===== src/rtl/slow_bcd_counter.sv =====
// Edge-detects the divided SLOW level into a one-cycle tick and uses it to step
// a DIGITS-digit BCD up/down counter gated by an IDLE/RUN/PAUSE run control.
module slow_bcd_counter #(
    parameter int DIGITS = 4
) (
    input  logic                  i_clock,
    input  logic                  i_reset,
    input  logic                  i_slow,
    input  logic                  i_start,
    input  logic                  i_stop,
    input  logic                  i_clear,
    input  logic                  i_up,
    output logic [4*DIGITS-1:0]   o_count,
    output logic                  o_tick,
    output logic                  o_running,
    output logic                  o_wrap
);

    localparam int W = 4 * DIGITS;

    typedef enum logic [1:0] {
        ST_IDLE  = 2'd0,
        ST_RUN   = 2'd1,
        ST_PAUSE = 2'd2
    } state_t;

    state_t         r_state;
    state_t         w_state_next;
    logic           r_slow_d;
    logic           r_tick;
    logic           r_running;
    logic           r_wrap;
    logic [W-1:0]   r_count;
    logic [W-1:0]   w_count_next;
    logic           w_carry;
    logic           w_step;

    assign w_step = r_tick && (r_state == ST_RUN) && !i_clear;

    // Run-control next state; CLEAR dominates, and START/STOP together resolve by current state.
    always_comb begin
        w_state_next = r_state;
        if (i_clear) begin
            w_state_next = ST_IDLE;
        end else begin
            case (r_state)
                ST_IDLE, ST_PAUSE: begin
                    if (i_start) begin
                        w_state_next = ST_RUN;
                    end else begin
                        w_state_next = r_state;
                    end
                end
                ST_RUN: begin
                    if (i_stop) begin
                        w_state_next = ST_PAUSE;
                    end else begin
                        w_state_next = ST_RUN;
                    end
                end
                default: w_state_next = ST_IDLE;
            endcase
        end
    end

    // Single-cycle BCD ripple: a carry/borrow surviving past the top digit is a wrap.
    always_comb begin
        w_count_next = r_count;
        w_carry      = 1'b1;
        for (int d = 0; d < DIGITS; d++) begin
            if (w_carry) begin
                if (i_up) begin
                    if (r_count[4*d +: 4] == 4'd9) begin
                        w_count_next[4*d +: 4] = 4'd0;
                    end else begin
                        w_count_next[4*d +: 4] = r_count[4*d +: 4] + 4'd1;
                        w_carry                = 1'b0;
                    end
                end else begin
                    if (r_count[4*d +: 4] == 4'd0) begin
                        w_count_next[4*d +: 4] = 4'd9;
                    end else begin
                        w_count_next[4*d +: 4] = r_count[4*d +: 4] - 4'd1;
                        w_carry                = 1'b0;
                    end
                end
            end else begin
                w_count_next[4*d +: 4] = r_count[4*d +: 4];
            end
        end
    end

    // All state and registered outputs; the SLOW delay resets high so a level already high gives no tick.
    always_ff @(posedge i_clock) begin
        if (i_reset) begin
            r_slow_d  <= 1'b1;
            r_tick    <= 1'b0;
            r_state   <= ST_IDLE;
            r_running <= 1'b0;
            r_count   <= '0;
            r_wrap    <= 1'b0;
        end else begin
            r_slow_d  <= i_slow;
            r_tick    <= i_slow & ~r_slow_d;
            r_state   <= w_state_next;
            r_running <= (w_state_next == ST_RUN);
            if (i_clear) begin
                r_count <= '0;
                r_wrap  <= 1'b0;
            end else if (w_step) begin
                r_count <= w_count_next;
                r_wrap  <= w_carry;
            end else begin
                r_count <= r_count;
                r_wrap  <= 1'b0;
            end
        end
    end

    assign o_count   = r_count;
    assign o_tick    = r_tick;
    assign o_running = r_running;
    assign o_wrap    = r_wrap;

endmodule


===== config.mk =====
export PLATFORM = sky130hd
export DESIGN_NAME = slow_bcd_counter
export DESIGN_NICKNAME = d
export VERILOG_FILES = /design/src/rtl/slow_bcd_counter.sv
export SDC_FILE = /design/constraint.sdc
export NUM_CORES = 1
export LEC_CHECK = 0
export CORE_MARGIN = 2
export CORE_UTILIZATION = 52
export DETAILED_ROUTE_END_ITERATION = 10
export HOLD_SLACK_MARGIN = 0.06
export PLACE_DENSITY_LB_ADDON = 0.08
export SETUP_SLACK_MARGIN = 0.3
export SYNTH_ARGS = -nofsm -noshare
export SYNTH_HDL_FRONTEND = slang
export SYNTH_SLANG_ARGS = --single-unit

===== constraint.sdc =====
create_clock -name i_clock -period 2 [get_ports i_clock]
set_input_delay 0.4 -clock i_clock [delete_from_list [all_inputs] [get_ports i_clock]]
set_output_delay 0.4 -clock i_clock [all_outputs]
set_load 0.02 [all_outputs]

==> insert_results.sql, run 1 <==
INSERT INTO impl_metrics (metric_group, metric, value, unit) VALUES
('outcome', 'result_of_the_run', 'finished, final reports clean', ''),
('layout', 'final.fill_count', '237', ''),
('power', 'ir_drop', '0.378', 'mV'),
('sta', 'clock_skew', '0.00314', 'ns'),
('power', 'leakagePower', '0.805', 'nW'),
('yosys', 'post-synth-top-area-cell', 'dfxtp_1', ''),
('drt', 'detail_route.vias_per_cell', '5.88', ''),
('yosys', 'netlist_instances', '193', ''),
('drt', 'drt_iter0_drc', '64', ''),
('grt', 'grt_start_max_net_pins', '13', ''),
('grt', 'globalRouteTotalUtil', '0.219', ''),
('clock_tree', 'cts_num_sinks', '22', ''),
('floorplan', 'top_level_ports', '26', ''),
('power', 'power.switching_fraction', '0.245', ''),
('power', 'power_per_cell_area', '407', 'nW/µm²'),
('layout', 'stdcell_area', '1920', 'µm²'),
('critical_path', 'critical_path.cell_chain', 'dlygate4sd2_1, buf_6, buf_4, nor3_1, nor2_2, or4_4, o21ai_2, a21oi_1', ''),
('placement', 'port_buffers', '25', ''),
('critical_path', 'critPathArrivalTime', '1.93', 'ns'),
('sta', 'rsz0062_at_grt', 'yes', ''),
('critical_path', 'worst_setup_path_start_kind', 'input port', ''),
('sta', 'max_slew_margin', '0.739', ''),
('grt', 'grt_first_pass_wirelength', '5.68', 'mm'),
('floorplan', 'chip_height', '57.3', 'µm'),
('flow_run', 'cap_violations', '0', ''),
('drt', 'number_of_design_rule_violations_left_after_detail_routing', '0', ''),
('placement', 'detailed_place.area', '1790', 'µm²'),
('yosys', 'seq_area_frac_synth', '0.299', ''),
('yosys', 'yosysUniqueCellTypes', '45', ''),
('yosys', 'synth_top_area_share', '0.299', ''),
('critical_path', 'critPathCaptureType', 'flip-flop', ''),
('drt', 'wl', '3.51', 'mm'),
('layout', 'syn_to_final_growth', '30.2', '%'),
('critical_path', 'critical-path-max-stage-delay', '0.54', 'ns'),
('drt', 'wl_per_cell', '14.0', 'µm'),
('power', 'pwr-share-seq', '0.565', ''),
('floorplan', 'area_enclosed_by_the_die_boundary', '3280', 'µm²'),
('sta', 'final_hold_vios', '0', ''),
('layout', 'final_layout_size_suffix_gt1_frac', '0.277', ''),
('yosys', 'syn-mean-instance-area', '7.64', 'µm²'),
('power', 'cell_internal_pwr', '0.000590', 'W'),
('drt', 'ant_nets', '0', ''),
('power', 'clock_power_share', '0.326', ''),
('grt', 'grt_pass1_vias', '1326', ''),
('power', 'power.share.combinational', '0.109', ''),
('critical_path', 'worst-setup-path-type', 'input port to flip-flop', ''),
('clock_tree', 'clockRootBuffer', 'clkbuf_4', ''),
('clock_tree', 'cts.reportedPaths.clkPinSlew', '0.13', 'ns'),
('clock_tree', 'clock_latency_on_the_worst_skew_pair', '0.31', 'ns'),
('yosys', 'ys_async_sr_fraction', '0', ''),
('yosys', 'synth_area', '1480', 'µm²'),
('sta', 'setup_viol_count_final', '0', ''),
('drt', 'num_vias', '1477', ''),
('sta', 'finalMaxSlewViolations', '0', ''),
('grt', 'grt_antenna_before_repair', '0', ''),
('yosys', 'synth.ff_latch_count', '22', ''),
('grt', 'global_route.overflow_total', '0', ''),
('floorplan', 'die_x', '57.3', 'µm'),
('yosys', 'syn_nets', '200', ''),
('power', 'net-switching-power', '0.000192', 'W'),
('yosys', 'synth_warnings', '0', ''),
('layout', 'core_utilization_of_the_finished_layout', '0.703', ''),
('critical_path', 'cp.required', '2.21', 'ns'),
('layout', 'stdcell_count', '251', ''),
('floorplan', 'rows', '19', ''),
('placement', 'detailedPlace.worstSlack', '-0.176', 'ns'),
('sta', 'period_needed', '1.72', 'ns'),
('layout', 'number_of_diodes', '0', ''),
('sta', 'final_critical_path_setup_slack', '0.282', 'ns'),
('yosys', 'synthTopCellsByCount', 'nor2_1, dfxtp_1, o21ai_0', ''),
('clock_tree', 'cts_inserted_buffers', '3', '');
## final timing paths
| check | start | endpoint | slack (ns) | cells past startpoint |
|---|---|---|---|---|
| min reg2reg | r_slow_d | o_tick | 0.40 | 1 |
| max reg2reg | o_count[1] | o_count[13] | 0.31 | 7 |
| max | i_up | o_count[10] | 0.28 | 8 |
| min | r_slow_d | o_tick | 0.40 | 1 |
## power by group through the flow
stage          registers (W)  clock network (W)  logic (W)
5_1_grt             0.000443           0.000284  0.0000926
4_1_cts             0.000444           0.000266  0.0000814
3_5_place_dp        0.000453                  0  0.0000780
6_report            0.000442           0.000255  0.0000849
3_3_place_gp        0.000453                  0  0.0000756
2_1_floorplan       0.000455                  0  0.0000466
## layout make-up
cell class,instances,area [µm²],area share
Multi-Input combinational cell,146,965,0.502
Clock buffer,4,36.3,0.0189
Sequential cell,22,464,0.242
Timing Repair Buffer,46,409,0.213
Tap cell,31,38.8,0.0202
Inverter,2,7.51,0.00391
## what timing repair did
item	CTS	global route
resized for setup	30	15
buffers inserted	4	2
endpoints found under the hold margin	0	0
endpoints found under the setup margin	25	13
pin swaps	4	4
## flip-flops by register name, indices dropped and copies added (netlist names)
name and cells:
o_count 16, o_running 1, o_tick 1, o_wrap 1
r_slow_d 1, r_state 2
## cells by family after synthesis
logic type | after synthesis | share of synthesized area
and+or+nand+nor | 78 | 0.302
DFF | 22 | 0.299
xor gates and xnor gates | 9 | 0.0534
AOI/OAI and AO/OA | 53 | 0.227
muxes | 6 | 0.0416
buffers and inverters | 25 | 0.0772
## stage by stage
| step | TNS, ns | hold WS (ns) | power [W] |
|---|---|---|---|
| floorplan | 0 | 0.365 | 0.000501 |
| global placement | -1.20 | 0.375 | 0.000529 |
| detailed placement | -1.46 | 0.390 | 0.000531 |
| CTS | 0 | 0.408 | 0.000791 |
| global route | 0 | 0.422 | 0.000819 |
| finish | 0 | 0.400 | 0.000782 |
## cells in the final DEF (no fill, tap or decap), types with 3 or more instances in the layout
master,instances
nand3_1,8
mux2i_1,5
and3_1,5
clkbuf_4,3
or2_2,3
dlymetal6s2s_1,4
nor3_1,7
a21oi_1,14
clkdlybuf4s50_1,5
dfxtp_2,13
o21ai_2,3
nand2b_1,4
a22oi_1,3
nor2_1,25
nor2b_1,4
xnor2_1,7
buf_4,18
buf_6,3
o21ai_0,18
dfxtp_1,7
dlygate4sd2_1,16
nand2_1,5
## per-layer routing
layer	global-route usage	vias up	wire [µm]
met5	0	-	0
met4	0.103	0	69
met3	0.0317	8	202
met2	0.373	57	1760
met1	0.272	683	1480
li1	-	729	-
(Power assumes the default switching activity.)
==> run 2: changes to the inputs <==
- ABC_AREA: unset -> 1
==> run 2 against run 1 <==
Compared with the run above:
- final cell count up 16%
- area after synthesis down 1.7%
- total power down 2.5%
- clock skew up 0.0014 ns
- global-route usage down 2.4 points
- clock power down 2%
- critical endpoint is now o_running
- critical path depth down 7
==> insert_results.sql, run 2 <==
INSERT INTO impl_metrics (metric_group, metric, value, unit) VALUES
('floorplan', 'die_x', '56.8', 'µm'),
('sta', 'timing.setup.tns', '0', 'ns'),
('layout', 'mostFrequentLayoutCell', 'nand2_1', ''),
('sta', 'fin_crit_sh', '0.817', ''),
('grt', 'busiest_layer', 'met2', ''),
('worst_hold_path', 'type_of_the_tightest_min_delay_check', 'flip-flop to flip-flop', ''),
('grt', 'grt_first_pass_wirelength', '5.17', 'mm'),
('layout', 'mostFrequentLayoutCells', 'nand2_1, nor2_1, inv_1, dfxtp_1, o21ai_0', ''),
('critical_path', 'cp_num_buf_inv', '1', ''),
('layout', 'number_of_diodes', '0', ''),
('layout', 'syn_to_final_growth', '20.9', '%'),
('clock_tree', 'clock_latency_on_the_worst_skew_pair', '0.30', 'ns'),
('yosys', 'yosysUniqueCellTypes', '27', ''),
('yosys', 'synthFlopType', 'dfxtp_1', ''),
('sta', 'fmax', '612', 'MHz'),
('yosys', 'synth_warnings', '0', ''),
('yosys', 'synth.ff_latch_count', '22', ''),
('yosys', 'synthTopCellsByCount', 'nand2_1, nor2_1, dfxtp_1, inv_1, o21ai_0', ''),
('yosys', 'yosysMostFrequentCell', 'nand2_1', ''),
('yosys', 'syn_nets', '237', ''),
('critical_path', 'critPathArrivalTime', '1.23', 'ns'),
('sta', 'finalMaxSlewViolations', '0', ''),
('grt', 'globalRouteTotalUtil', '0.195', ''),
('flow_run', 'cap_violations', '0', ''),
('floorplan', 'top_level_ports', '26', ''),
('critical_path', 'timing.critical_path.slowest_stage_cell', 'clkdlybuf4s50_1', ''),
('yosys', 'ys_async_sr_fraction', '0', ''),
('clock_tree', 'ctsLongestPathBuffers', '2', ''),
('worst_hold_path', 'hold-path-cell-count', '1', ''),
('sta', 'max_slew_margin', '0.797', ''),
('placement', 'place_congestion', '0.791', ''),
('yosys', 'post_synth_edffs', '0', ''),
('grt', 'grtUsageMet3', '0.0207', ''),
('critical_path', 'critical_path.cell_chain', 'clkdlybuf4s50_1', ''),
('drt', 'wl_per_cell', '10.2', 'µm'),
('critical_path', 'critical_path.max_fanout', '1', ''),
('sta', 'setup_viol_count_final', '0', ''),
('drt', 'drt_pre_antenna_iters', '4', ''),
('critical_path', 'worst_path_dominant_cell_family', 'buffers and inverters', ''),
('floorplan', 'rows', '19', ''),
('yosys', 'synth_top_area_share', '0.304', ''),
('drt', 'num_vias', '1441', ''),
('grt', 'grt_antenna_before_repair', '0', ''),
('critical_path', 'cp.required', '1.60', 'ns'),
('grt', 'grt_pass1_vias', '1251', ''),
('drt', 'wl', '2.95', 'mm'),
('sta', 'tightestPinTransition', '0.303', 'ns'),
('layout', 'core_utilization_of_the_finished_layout', '0.647', ''),
('critical_path', 'critical-path-max-stage-delay', '0.60', 'ns'),
('layout', 'flip_flop_count_of_the_largest_register_after_layout', '16', ''),
('grt', 'grt_start_max_net_pins', '14', ''),
('sta', 'rsz0062_at_grt', 'no', ''),
('layout', 'final.fill_count', '271', ''),
('clock_tree', 'cts_tree', 'built', ''),
('yosys', 'seq_area_frac_synth', '0.304', ''),
('power', 'power_per_cell_area', '435', 'nW/µm²'),
('floorplan', 'floorplan.core_area', '2710', 'µm²'),
('drt', 'number_of_design_rule_violations_left_after_detail_routing', '0', ''),
('layout', 'num-nets-final', '267', ''),
('clock_tree', 'clockRootBuffer', 'clkbuf_4', ''),
('floorplan', 'floorplan.initialDensity', '0.535', ''),
('grt', 'grt_use_met2', '0.331', ''),
('sta', 'final_hold_vios', '0', ''),
('clock_tree', 'cts_inserted_buffers', '3', ''),
('grt', 'global_route.overflow_total', '0', ''),
('clock_tree', 'cts_hold_repair.buffers', '0', ''),
('floorplan', 'chip_height', '56.8', 'µm'),
('drt', 'drt_iter0_drc', '50', ''),
('drt', 'ant_nets', '0', ''),
('layout', 'final_layout_size_suffix_gt1_frac', '0.104', ''),
('sta', 'period_needed', '1.63', 'ns'),
('clock_tree', 'post_cts.repair.setup_buffers', '0', ''),
('critical_path', 'crit_cells', '1', ''),
('placement', 'dpl.hpwl', '2.30', 'mm'),
('critical_path', 'timing.reg2reg.worst_path_depth', '9', ''),
('floorplan', 'area_enclosed_by_the_die_boundary', '3230', 'µm²'),
('clock_tree', 'h_tree_level_count', '1', ''),
('yosys', 'netlist_instances', '230', ''),
('clock_tree', 'cts_num_sinks', '22', ''),
('sta', 'clock_skew', '0.00456', 'ns'),
('critical_path', 'setup.reg_to_reg.worst_slack', '0.61', 'ns'),
('clock_tree', 'cts.reportedPaths.clkPinSlew', '0.13', 'ns'),
('placement', 'port_buffers', '25', ''),
('yosys', 'post-synth-top-area-cell', 'dfxtp_1', ''),
('yosys', 'syn-mean-instance-area', '6.30', 'µm²'),
('power', 'leakagePower', '0.903', 'nW'),
('power', 'ir_drop', '0.373', 'mV'),
('critical_path', 'worst_setup_path_start_kind', 'flip-flop', ''),
('yosys', 'synth_top_cells_by_area', 'dfxtp_1, nand2_1, nor2_1', ''),
('critical_path', 'critPathCaptureType', 'output port', ''),
('grt', 'grt.met1_usage', '0.265', ''),
('drt', 'detail_route.vias_per_cell', '4.97', ''),
('outcome', 'result_of_the_run', 'finished, final reports clean', ''),
('critical_path', 'worst-setup-path-type', 'flip-flop to output port', ''),
('yosys', 'synth_area', '1450', 'µm²');
==> run 2: kinds of logic after synthesis <==
logic type / count (synthesis) / share of synthesized area
buffers and inverters: 34 / 0.104
XOR/XNOR: 4 / 0.0242
flip-flops: 22 / 0.304
AND/OR/NAND/NOR: 137 / 0.448
AO/OA/AOI/OAI: 33 / 0.121
==> run 2: final cells by class <==
cell class	count	area [µm²]	area share
timing repair buffer	29	263	0.150
clock buffer	4	36.3	0.0207
multi-input combinational	174	860	0.490
sequential	22	440	0.251
inverter	30	115	0.0657
tap	31	38.8	0.0221
==> run 2: worst paths after layout <==
| kind | from | endpoint |
|---|---|---|
| min | r_slow_d | o_tick |
| max | o_running | o_running |
| min reg2reg | r_slow_d | o_tick |
| max reg2reg | o_count[0] | o_count[9] |
==> run 2: layer usage <==
metal  wire length [µm]  part of all wire
met5                  0                 0
met4                 17            0.0058
met3                 93             0.032
met2               1400              0.47
met1               1440              0.49
==> run 2: timing repair <==
item | CTS | global route
gates cloned | 0 | 0
setup endpoints to repair | 16 | 1
hold endpoints to repair | 0 | 0
resized for setup | 16 | 1
==> run 2: per-stage QoR <==
| stage | hold WS [ns] | cell area [µm²] | total power (W) | setup WS (ns) | instances |
|---|---|---|---|---|---|
| after floorplan | 0.372 | 1450 | 0.000499 | 0.634 | 230 |
| after global placement | 0.383 | 1730 | 0.000523 | 0.190 | 286 |
| after detailed placement | 0.384 | 1730 | 0.000524 | 0.150 | 286 |
| after CTS | 0.402 | 1750 | 0.000776 | 0.306 | 290 |
| after global routing | 0.418 | 1750 | 0.000794 | 0.312 | 290 |
| final | 0.398 | 1750 | 0.000762 | 0.366 | 290 |
==> run 2: power by group <==
part / leakage (nW) / switching, W / internal, W
sequential: 0.178 / 0.00000290 / 0.000442
combinational: 0.704 / 0.0000391 / 0.0000293
clock: 0.0210 / 0.000138 / 0.000111
total: 0.903 / 0.000180 / 0.000582
==> run 3: changes to the inputs <==
- CORE_UTILIZATION: 52 -> 47
- clock period: 2 -> 1.3 ns (I/O delays scaled with it)
==> run 3 against run 2 <==
Compared with the run above:
- routed wire length is 30% higher
- non-clock buffer count up 28
- combinational power is 99% higher
- final area rose by 31%
- register-to-register slack worse by 0.55 ns
- global-route usage rose by 2.4 points
- sequential power increased by 48%
- total power up 66%
- sequential share of layout area fell by 3.2 points
- clock power grew 89%
==> insert_results.sql, run 3 (same netlist as run 2, synthesis figures left out) <==
INSERT INTO impl_metrics (metric_group, metric, value, unit) VALUES
('outcome', 'result_of_the_run', 'finished, final reports clean', ''),
('sta', 'finalMaxSlewViolations', '0', ''),
('critical_path', 'critPathArrivalTime', '1.49', 'ns'),
('critical_path', 'worst_setup_path_start_kind', 'flip-flop', ''),
('clock_tree', 'clockRootBuffer', 'clkbuf_4', ''),
('sta', 'holdWs', '0.378', 'ns'),
('clock_tree', 'cts_num_sinks', '22', ''),
('sta', 'tightestPinTransition', '0.232', 'ns'),
('clock_tree', 'cts_inserted_buffers', '3', ''),
('grt', 'grt_first_pass_wirelength', '6.10', 'mm'),
('clock_tree', 'cts.reportedPaths.clkPinSlew', '0.14', 'ns'),
('power', 'net-switching-power', '0.000314', 'W'),
('sta', 'rsz0062_at_grt', 'yes', ''),
('sta', 'max_slew_margin', '0.846', ''),
('power', 'cell_internal_pwr', '0.000950', 'W'),
('grt', 'global_route.overflow_total', '0', ''),
('clock_tree', 'cts_tree', 'built', ''),
('power', 'power_per_cell_area', '552', 'nW/µm²'),
('clock_tree', 'h_tree_level_count', '1', ''),
('power', 'clock_power_share', '0.372', ''),
('drt', 'num_vias', '1645', ''),
('critical_path', 'critPathCaptureType', 'flip-flop', ''),
('drt', 'number_of_design_rule_violations_left_after_detail_routing', '0', ''),
('grt', 'grt_antenna_before_repair', '0', ''),
('grt', 'grt_pass1_vias', '1509', ''),
('power', 'power.switching_fraction', '0.249', ''),
('clock_tree', 'cts_hold_repair.buffers', '0', ''),
('grt', 'grt_use_met2', '0.367', ''),
('layout', 'final_layout_size_suffix_gt1_frac', '0.481', ''),
('drt', 'ant_nets', '0', ''),
('sta', 'fin_crit_sh', '0.954', ''),
('drt', 'drt_pre_antenna_iters', '4', ''),
('power', 'leakagePower', '1.07', 'nW'),
('grt', 'busiest_layer', 'met2', ''),
('floorplan', 'area_enclosed_by_the_die_boundary', '3550', 'µm²'),
('critical_path', 'cp.required', '1.55', 'ns'),
('drt', 'drt_iter0_drc', '100', ''),
('power', 'ir_drop', '0.402', 'mV'),
('sta', 'clock_skew', '0.0178', 'ns'),
('worst_hold_path', 'type_of_the_tightest_min_delay_check', 'flip-flop to flip-flop', ''),
('layout', 'core_utilization_of_the_finished_layout', '0.763', ''),
('floorplan', 'chip_height', '59.5', 'µm'),
('layout', 'mostFrequentLayoutCell', 'nand2_1', ''),
('grt', 'grtUsageMet3', '0.0349', ''),
('grt', 'grt_start_max_net_pins', '14', ''),
('clock_tree', 'clock_latency_on_the_worst_skew_pair', '0.34', 'ns'),
('floorplan', 'floorplan.initialDensity', '0.483', ''),
('drt', 'wl', '3.83', 'mm'),
('floorplan', 'rows', '20', ''),
('sta', 'period_needed', '1.24', 'ns'),
('critical_path', 'worst-setup-path-type', 'flip-flop to flip-flop', ''),
('floorplan', 'die_x', '59.5', 'µm'),
('floorplan', 'top_level_ports', '26', ''),
('floorplan', 'floorplan.core_area', '3000', 'µm²'),
('layout', 'flip_flop_count_of_the_largest_register_after_layout', '16', ''),
('power', 'power.share.combinational', '0.107', ''),
('sta', 'setup_viol_count_final', '0', ''),
('grt', 'globalRouteTotalUtil', '0.220', ''),
('placement', 'dpl.hpwl', '2.33', 'mm'),
('layout', 'syn_to_final_growth', '58.0', '%'),
('drt', 'wl_per_cell', '12.0', 'µm'),
('layout', 'num-nets-final', '295', ''),
('placement', 'port_buffers', '25', ''),
('critical_path', 'critical_path.max_fanout', '6', ''),
('sta', 'fmax', '806', 'MHz'),
('power', 'pwr-share-seq', '0.520', ''),
('placement', 'place_congestion', '0.855', ''),
('layout', 'mostFrequentLayoutCells', 'nand2_1, nor2_1, buf_4', ''),
('layout', 'number_of_diodes', '0', ''),
('sta', 'final_hold_vios', '0', ''),
('drt', 'detail_route.vias_per_cell', '5.14', ''),
('clock_tree', 'ctsLongestPathBuffers', '2', ''),
('flow_run', 'cap_violations', '0', ''),
('grt', 'grt.met1_usage', '0.277', '');
-- run 3: timing repair --
item	4_1_cts	5_1_grt
endpoints found under the setup margin	39	36
buffers inserted	11	6
resized for setup	144	38
pin swaps	13	9
-- run 3: through the flow --
step | TNS, ns | instances | area (µm²) | power [W] | setup WS, ns
final | 0 | 320 | 2290 | 0.00126 | 0.0600
after global routing | -0.248 | 320 | 2290 | 0.00132 | -0.0460
after CTS | 0 | 314 | 2130 | 0.00126 | 0.0747
after detailed placement | -5.12 | 299 | 1890 | 0.000796 | -0.347
after global placement | -4.75 | 299 | 1890 | 0.000796 | -0.341
after floorplan | 0 | 230 | 1520 | 0.000746 | 0.113
-- run 3: layer usage --
| metal | up-vias | share of wire |
|---|---|---|
| met5 | - | 0 |
| met1 | 754 | 0.45 |
| met3 | 8 | 0.028 |
| li1 | 845 | - |
| met4 | 0 | 0.017 |
| met2 | 38 | 0.50 |
-- run 3: final timing paths --
| path | from | to | slack [ns] | cells past startpoint |
|---|---|---|---|---|
| setup / recovery | o_count[4] | o_count[7] | 0.06 | 8 |
| hold / removal | r_slow_d | o_tick | 0.38 | 1 |
| setup reg to reg | o_count[4] | o_count[7] | 0.06 | 8 |
| hold reg to reg | r_slow_d | o_tick | 0.38 | 1 |
-- run 3: worst max-delay path: stages (launching register included) --
cell      delay [ns]
dfxtp_4         0.40
inv_1           0.08
nand2_1         0.07
nor2_1          0.15
o21ai_0         0.12
o211ai_1        0.11
nand2_1         0.09
nor2_1          0.09
nor2_1          0.04
-- run 3: layout make-up --
cell class,instances,area (µm²)
fillers,234,712
flip-flops and latches,22,502
clock buffers,4,47.5
multi-input cells,174,1040
well taps,33,41.3
inverters,30,128
repair buffers,57,534
-- run 3: power groups by stage --
stage	logic, W	clock network [W]	registers, W
after floorplan	0.0000656	0	0.000681
after global placement	0.000117	0	0.000678
after detailed placement	0.000118	0	0.000678
after CTS	0.000126	0.000473	0.000660
after global routing	0.000149	0.000508	0.000659
final	0.000136	0.000471	0.000658
